`src/rtl/movement_key_decoder_pkg.sv`:
```
// Shared definitions for the movement key decoder.
//   - PS/2 set-2 prefix and key scan codes
//   - held/active bit indices in {right,left,up,down} order
//   - FSM state encoding
//   - scan-code to key-mask lookups and the release fallback priority
package movement_key_decoder_pkg;

    localparam logic [7:0] PREFIX_EXT = 8'hE0;
    localparam logic [7:0] PREFIX_BRK = 8'hF0;

    // Letter keys, sent without a prefix
    localparam logic [7:0] CODE_W     = 8'h1D;
    localparam logic [7:0] CODE_S     = 8'h1B;
    localparam logic [7:0] CODE_A     = 8'h1C;
    localparam logic [7:0] CODE_D     = 8'h23;

    // Arrow keys, only meaningful after E0 (bare they are keypad keys)
    localparam logic [7:0] CODE_UP    = 8'h75;
    localparam logic [7:0] CODE_DOWN  = 8'h72;
    localparam logic [7:0] CODE_LEFT  = 8'h6B;
    localparam logic [7:0] CODE_RIGHT = 8'h74;

    localparam int KEY_RIGHT = 3;
    localparam int KEY_LEFT  = 2;
    localparam int KEY_UP    = 1;
    localparam int KEY_DOWN  = 0;

    typedef enum logic [1:0] {
        ST_IDLE    = 2'd0,
        ST_EXT     = 2'd1,
        ST_BRK     = 2'd2,
        ST_EXT_BRK = 2'd3
    } state_t;

    // One-hot key mask for a non-extended code, zero if unmapped.
    function automatic logic [3:0] map_plain(input logic [7:0] code);
        logic [3:0] m;
        m = '0;
        case (code)
            CODE_W:  m[KEY_UP]    = 1'b1;
            CODE_S:  m[KEY_DOWN]  = 1'b1;
            CODE_A:  m[KEY_LEFT]  = 1'b1;
            CODE_D:  m[KEY_RIGHT] = 1'b1;
            default: m = '0;
        endcase
        return m;
    endfunction

    // One-hot key mask for a code that followed E0, zero if unmapped.
    function automatic logic [3:0] map_ext(input logic [7:0] code);
        logic [3:0] m;
        m = '0;
        case (code)
            CODE_UP:    m[KEY_UP]    = 1'b1;
            CODE_DOWN:  m[KEY_DOWN]  = 1'b1;
            CODE_LEFT:  m[KEY_LEFT]  = 1'b1;
            CODE_RIGHT: m[KEY_RIGHT] = 1'b1;
            default:    m = '0;
        endcase
        return m;
    endfunction

    // Active key after the active one is released: up > down > left > right.
    function automatic logic [3:0] fallback_active(input logic [3:0] held);
        logic [3:0] a;
        a = '0;
        if (held[KEY_UP])         a[KEY_UP]    = 1'b1;
        else if (held[KEY_DOWN])  a[KEY_DOWN]  = 1'b1;
        else if (held[KEY_LEFT])  a[KEY_LEFT]  = 1'b1;
        else if (held[KEY_RIGHT]) a[KEY_RIGHT] = 1'b1;
        return a;
    endfunction

endpackage

```
`src/rtl/movement_key_decoder.sv`:
```
// Movement key decoder: turns the PS/2 set-2 byte stream into held-key
// flags and a single active movement control (most recent held key).
// Ports:
//   clock, reset       system clock, asynchronous active-high reset
//   scan_valid         one-cycle strobe, scan_code carries a new byte
//   scan_code[7:0]     received PS/2 byte
//   held[3:0]          {right,left,up,down} held flags
//   turn_right, turn_left, move_forward, move_backward
//                      one-hot active control (or none)
//   key_event          one-cycle pulse whenever held changes
module movement_key_decoder
    import movement_key_decoder_pkg::*;
#(
    parameter int PREFIX_TIMEOUT = 2500000,
    parameter int CNT_W          = 22
) (
    input  logic       clock,
    input  logic       reset,
    input  logic       scan_valid,
    input  logic [7:0] scan_code,
    output logic [3:0] held,
    output logic       turn_right,
    output logic       turn_left,
    output logic       move_forward,
    output logic       move_backward,
    output logic       key_event
);

    state_t            state;
    logic [CNT_W-1:0]  cnt;
    logic [3:0]        active;
    logic [3:0]        plain_mask;
    logic [3:0]        ext_mask;
    logic [3:0]        make_mask;
    logic [3:0]        brk_mask;

    assign plain_mask = map_plain(scan_code);
    assign ext_mask   = map_ext(scan_code);

    // Which key (if any) this byte makes or breaks, given the prefix state.
    // Prefix bytes never map, so they produce empty masks in every state.
    always_comb begin
        make_mask = '0;
        brk_mask  = '0;
        if (scan_valid) begin
            case (state)
                ST_IDLE:    make_mask = plain_mask;
                ST_EXT:     make_mask = ext_mask;
                ST_BRK:     brk_mask  = plain_mask;
                ST_EXT_BRK: brk_mask  = ext_mask;
                default:    ;
            endcase
        end
    end

    always_ff @(posedge clock or posedge reset) begin
        if (reset) begin
            state     <= ST_IDLE;
            cnt       <= '0;
            held      <= '0;
            active    <= '0;
            key_event <= 1'b0;
        end else begin
            key_event <= 1'b0;

            if (scan_valid) begin
                cnt <= '0;
                case (state)
                    ST_IDLE: begin
                        if (scan_code == PREFIX_EXT)      state <= ST_EXT;
                        else if (scan_code == PREFIX_BRK) state <= ST_BRK;
                        else                              state <= ST_IDLE;
                    end
                    ST_EXT: begin
                        if (scan_code == PREFIX_BRK)      state <= ST_EXT_BRK;
                        else if (scan_code == PREFIX_EXT) state <= ST_EXT;
                        else                              state <= ST_IDLE;
                    end
                    default: state <= ST_IDLE;
                endcase
            end else if (state != ST_IDLE) begin
                // Abandon a stale prefix; a byte on the expiry cycle takes
                // the branch above instead and is decoded normally.
                if (cnt == CNT_W'(PREFIX_TIMEOUT - 1)) begin
                    state <= ST_IDLE;
                    cnt   <= '0;
                end else begin
                    cnt <= cnt + CNT_W'(1);
                end
            end

            if (make_mask != '0) begin
                held <= held | make_mask;
                // Typematic repeats of a held key leave everything alone.
                if ((held & make_mask) == '0) begin
                    active    <= make_mask;
                    key_event <= 1'b1;
                end
            end else if (brk_mask != '0) begin
                held <= held & ~brk_mask;
                if ((held & brk_mask) != '0)
                    key_event <= 1'b1;
                if ((active & brk_mask) != '0)
                    active <= fallback_active(held & ~brk_mask);
            end
        end
    end

    assign turn_right    = active[KEY_RIGHT];
    assign turn_left     = active[KEY_LEFT];
    assign move_forward  = active[KEY_UP];
    assign move_backward = active[KEY_DOWN];

endmodule
```
`config.mk`:
```
export PLATFORM = sky130hd
export DESIGN_NAME = movement_key_decoder
export DESIGN_NICKNAME = d
export VERILOG_FILES = /design/src/rtl/movement_key_decoder_pkg.sv /design/src/rtl/movement_key_decoder.sv
export SDC_FILE = /design/constraint.sdc
export NUM_CORES = 1
export LEC_CHECK = 0
export CAP_MARGIN = 40
export CELL_PAD_IN_SITES_DETAIL_PLACEMENT = 1
export CELL_PAD_IN_SITES_GLOBAL_PLACEMENT = 1
export CORE_ASPECT_RATIO = 0.6
export CORE_MARGIN = 4
export CORE_UTILIZATION = 23
export DETAILED_ROUTE_END_ITERATION = 7
export PLACE_DENSITY = 0.45
export REMOVE_ABC_BUFFERS = 1
export SYNTH_ARGS = -nofsm -noshare
export SYNTH_HDL_FRONTEND = slang
export SYNTH_SLANG_ARGS = --single-unit
```
`constraint.sdc`:
```
create_clock -name clock -period 2.34 [get_ports clock]
set_input_delay 0.351 -clock clock [delete_from_list [all_inputs] [get_ports clock]]
set_output_delay 0.351 -clock clock [all_outputs]
set_load 0.03 [all_outputs]
```
# After elaboration in Yosys (flattened, before gate mapping)
# Index checks and enable logic that the tools add are counted.
dict set report classes {
  n_addsub 1
  eq_ne 15
  muxes 41
  bitwise_logic 6
  reduce_logical 13
}
# cell count
set ops {}
lappend ops {{2-to-1 mux 22 bit} 3}
lappend ops {{== test 8 x 7 -> 1 bit (second input constant)} 4}
lappend ops {{2-to-1 mux 4 bit} 8}
lappend ops {{== test 8 x 5 -> 1 bit (second input constant)} 3}
lappend ops {{adder 22 x 1 -> 22 bit (second input constant)} 1}
lappend ops {{== test 22 bit (second input constant)} 1}
lappend ops {{2-to-1 mux 1 bit} 19}
lappend ops {{AND 4 bit} 4}
lappend ops {{== test 8 bit (second input constant)} 2}
lappend ops {{2-to-1 mux 2 bit} 8}
lappend ops {{one-hot mux 4 bit (2 select lines)} 2}
lappend ops {{nonzero test 4 bit} 4}
lappend ops {{nonzero test 2 bit} 5}
lappend ops {{== test 8 x 6 -> 1 bit (second input constant)} 1}
lappend ops {{== test 2 bit (second input constant)} 2}
lappend ops {{logical NOT 4 bit} 1}
lappend ops {{inverter 4 bit} 1}
lappend ops {{OR 4 bit} 1}
lappend ops {{one-hot mux 2 bit (2 select lines)} 1}
lappend ops {{AND reduction 3 bit} 1}
lappend ops {{== test 2 x 1 -> 1 bit (second input constant)} 1}
lappend ops {{logical NOT 2 bit} 1}
lappend ops {{inequality test 2 x 1 -> 1 bit (second input constant)} 1}
lappend ops {{AND reduction 2 bit} 1}
dict set report totals {
  ff_bits 33
  in_bits 11
}

# Logic depth before layout (Yosys ltp)
dict set report depth {
  depth_word 13
  mapped_depth 8
}

# Worst setup path after synthesis
# No wires, ideal clock.
dict set report synth_timing {
  path_type {reg2reg}
  start {register cnt[0]}
  end {register cnt[8]}
  setup_ps 119
  t_arrival_ps 1975
  required_ps 2221
  path_slack_ps 246
  path_stages_with_launch 9
  n_path_buf 2
  period_less_slack_ps 2094
  path_cell_list {dfrtp_1 > ha_1 > or4b_1 > nor4_1 > a31o_2 > and2_0 > buf_4 > buf_4 > nor2_1}
}
dict set report synth_via {
  elab_chain_len 4
  word_cells_on_any_way 5
}
# item line_no
set synth_lines {}
lappend synth_lines {{start: declaration} movement_key_decoder.sv:30} ;# logic [CNT_W-1:0] cnt;
lappend synth_lines {{start signal: assignment} movement_key_decoder.sv:88} ;# cnt <= cnt + CNT_W'(1);
lappend synth_lines {{adder 22 x 1 -> 22 bit / == test 22 bit (equally long branches)} {movement_key_decoder.sv:88, movement_key_decoder.sv:84}}
lappend synth_lines {{2-to-1 mux 22 bit *} movement_key_decoder.sv:84} ;# if (cnt == CNT_W'(PREFIX_TIMEOUT - 1)) begin
lappend synth_lines {{2-to-1 mux 22 bit *} movement_key_decoder.sv:81} ;# end else if (state != ST_IDLE) begin
lappend synth_lines {{2-to-1 mux 22 bit *} movement_key_decoder.sv:66} ;# if (scan_valid) begin
# Mark *: on every way between the ends. The rest lies on a longest branch, timed or not. The select of a mux whose other input is x is not followed.
# A chain may end at the register's enable or synchronous reset.

# Worst setup path in the final report
dict set report layout_timing {
  start {input scan_code[1]}
  end {register active[1]}
}
dict set report layout_via {
  elab_chain_len 10
  word_cells_on_any_way 37
}
# item line_no
set layout_lines {}
lappend layout_lines {{start: declaration} movement_key_decoder.sv:20} ;# input logic [7:0] scan_code,
lappend layout_lines {{== test 8 x 7 -> 1 bit / == test 8 x 5 -> 1 bit (equally long branches)} {movement_key_decoder_pkg.sv:53, movement_key_decoder_pkg.sv:39}}
lappend layout_lines {{2-to-1 mux 1 bit, on equally long branches} {movement_key_decoder_pkg.sv:53, movement_key_decoder_pkg.sv:39}}
lappend layout_lines {{one-hot mux 4 bit (2 select lines)} movement_key_decoder.sv:46} ;# case (state)
lappend layout_lines {{2-to-1 mux 4 bit} movement_key_decoder.sv:45} ;# if (scan_valid) begin
lappend layout_lines {{inverter 4 bit} movement_key_decoder.sv:104} ;# active <= fallback_active(held & ~brk_mask);
lappend layout_lines {{AND 4 bit} movement_key_decoder.sv:104}
lappend layout_lines {{2-to-1 mux 1 bit} movement_key_decoder_pkg.sv:67} ;# if (held[KEY_UP]) a[KEY_UP] = 1'b1;
lappend layout_lines {{2-to-1 mux 4 bit} movement_key_decoder.sv:103} ;# if ((active & brk_mask) != '0)
lappend layout_lines {{2-to-1 mux 4 bit} movement_key_decoder.sv:99} ;# end else if (brk_mask != '0) begin
lappend layout_lines {{2-to-1 mux 4 bit} movement_key_decoder.sv:92} ;# if (make_mask != '0) begin
lappend layout_lines {{end signal: assignment} movement_key_decoder.sv:96} ;# active <= make_mask;
lappend layout_lines {{end signal: assignment} movement_key_decoder.sv:104}
lappend layout_lines {{end: declaration} movement_key_decoder.sv:31} ;# logic [3:0] active;
# Parallel ways exist; a longest one is shown, timed or not. The select of a mux whose other input is x is not followed.

==> run_results.csv <==
group,metric,value,unit
routing,antenna_left,0,
die,num_rows,26,
timing,fin_ws,71.2,ps
power_and_ir_drop,power.leakage,1.32,nW
place,dp_cells,387,
layout,fin_util,34.1,%
layout,final_area,2910,um2
die,initial_core_util,23.7,%
critical_path,worst_r2r_path_depth,7,
layout,drive_gt1_share,27.8,%
layout,nets,295,
routing,drt_iter0_markers,101,
clocking,cts_root_buf,"clkbuf_16",
critical_path,worstPathArrival,2430,ps
timing,drv_slew,0,
synth,async_flop_share,100,%
synth,ys.flop_type,"dfrtp_1",
critical_path,crit_required,2500,ps
routing,remaining_drc_errors,0,
synth,ys_ff_latch,33,
global_routing,antenna_found_initial,0,
critical_path,crit_end,"active[1]$_DFFE_PP0P_",
place,gp_congestion,0.765,
timing,period_needed,2270,ps
global_routing,grt_pass1_vias,1927,
power_and_ir_drop,p_per_area,515,nW/um2
die,die_area,10400,um2
synth,ys_seq_area_share,40.9,%
clocking,cts_tree,"done",
layout,mostFrequentLayoutCells,"buf_4, dfrtp_1, nand2_1",
synth,yosys_warnings,0,
critical_path,r2r_end,"active[1]$_DFFE_PP0P_",
layout,area_growth,44.0,%
synth,synth_edf_count,0,
place,place_ws,-284,ps
power_and_ir_drop,ir_drop,0.242,mV
synth,synthCells,211,
layout,fillers,989,
routing,wl_per_cell,17.1,um
layout,fin_cells,396,
die,dieWidth,129,um
synth,synth.distinct_cells,51,
layout,final_common_cell,"buf_4",
place,numPortBuffers,19,
timing,slew_headroom,69.8,%
synth,syn_avg_cell_area,9.58,um2
critical_path,rrSetupSlack,170,ps
critical_path,crit_start,"scan_code[1]",
global_routing,grt_max_degree,34,
timing,clock_skew,3.09,ps
power_and_ir_drop,p_total,1.50,mW
clocking,clkSinkCount,33,
place,place_area,2710,um2
routing,vias,1935,
global_routing,grt_use_total,14.1,%
timing,final_hold_viol_count,0,
timing,worst_pin_slew,447,ps
clocking,clockBufferDepth,2,
clocking,cts_buffers,5,
timing,setup_viol,0,
run_status,run_status,"complete, no violations",
global_routing,grt_pass1_wl,11.0,mm
die,die_h,80.6,um
timing,holdWs,479,ps
timing,tns,0,ps
timing,rsz0062_at_grt,"no",
critical_path,r2r_start,"state[0]$_DFFE_PP0P_",
timing,post-route-period-util,97.0,%
layout,num_antenna_cells,0,
routing,dr.pass1.iters,4,
critical_path,timing.critical_path.fanout_max,6,
routing,wl,6.76,mm
clocking,clk_pin_slew,50,ps
critical_path,crit_path_end_kind,"flop",
critical_path,critPathKind,"input port to flop",
run,drv_cap,0,
die,core,8520,um2
global_routing,globalRouteOverflowTotal,0,
worst_hold_path,hold_path.class,"input port to asynchronous set/reset pin",
clocking,cts_htree_levels,2,
clocking,clock_latency,280,ps
routing,viasPerCell,4.89,
critical_path,critPathLaunchType,"input port",
timing,fmax,441,MHz
die,io_pins,20,
clocking,hold_buffers,0,
place,dp_hpwl,5.43,mm
synth,synthesis.area,2020,um2
==> what timing repair did <==
action                     4_1_cts  5_1_grt
setup endpoints to repair        0        9
resized for setup                0       12
setup buffers                    0        1
==> layer usage <==
metal  vias up  global-route usage [%]  routed length (um)
met5         -                       0                   0
met4         0                    3.14                  60
met3         5                    3.39                 324
met2        29                    17.0                2410
met1       968                    23.7                3970
li1        933                       -                   -
==> state kept, by name, indices dropped and copies added, names as in the netlist <==
register   count
cnt           22
key_event      1
state          2
active         4
held           4
==> report_power, final <==
group	total (mW)	switching (mW)	internal (mW)	leakage, nW
clock network	0.693	0.242	0.450	0.0799
registers	0.602	0.0164	0.585	0.457
logic	0.205	0.105	0.100	0.779
total	1.50	0.364	1.14	1.32
==> final cells by class <==
class	instances	area [um2]	share of cell area, %
Clock buffer	7	153	5.25
Clock inverter	1	5.00	0.172
Inverter	5	18.8	0.645
Multi-Input combinational cell	168	1170	40.2
Sequential cell	33	826	28.4
Tap cell	112	140	4.82
Timing Repair Buffer	70	598	20.6
==> critical path: stages <==
cell and delay, ps:
clkdlybuf4s50_1 490, and4bb_4 240, and3_1 230, a311oi_2 330, a31oi_4 160, a31oi_4 300, mux2_4 330
==> Yosys cell counts, types with 2 or more instances <==
cell type	instances	area, um2
dfrtp_1	33	826
nand2_1	22	82.6
nor2_1	19	71.3
o21ai_0	19	95.1
nand3_1	13	65.1
xor2_1	10	87.6
nand4_1	8	50.1
and3_1	6	37.5
inv_1	5	18.8
mux2_4	4	60.1
nand2b_1	4	25.0
nor4_1	4	25.0
xnor2_1	4	35.0
a31o_2	3	26.3
and4_1	3	26.3
buf_4	3	22.5
nand3b_1	3	22.5
nor3_1	3	15.0
nor4b_1	3	26.3
o211ai_1	3	22.5
o22ai_1	3	18.8
a31oi_4	2	42.5
and2_1	2	12.5
and3b_1	2	17.5
buf_2	2	10.0
o31ai_1	2	15.0
or4b_1	2	20.0
==> how the worst min path moves through the flow <==
stage | from | end | cells past startpoint | slack, ps
floorplan | cnt[21]$_DFFE_PP0P_ | cnt[21]$_DFFE_PP0P_ | 1 | 450
global placement | cnt[21]$_DFFE_PP0P_ | cnt[21]$_DFFE_PP0P_ | 1 | 480
detailed placement | cnt[21]$_DFFE_PP0P_ | cnt[21]$_DFFE_PP0P_ | 1 | 490
CTS | reset | cnt[13]$_DFFE_PP0P_ | 3 | 500
global route | reset | cnt[15]$_DFFE_PP0P_ | 3 | 550
finish | reset | cnt[15]$_DFFE_PP0P_ | 3 | 480
==> cell families after synthesis <==
kind of cell / share of synthesized area (%)
multiplexers: 2.97
AND/OR/NAND/NOR: 30.6
adder cells (fa/ha/maj): 0.619
XOR/XNOR: 6.07
AO/OA/AOI/OAI: 16.3
flip-flops: 40.9
buffers and inverters: 2.54
Note: power is estimated with default switching activity, not from simulation.
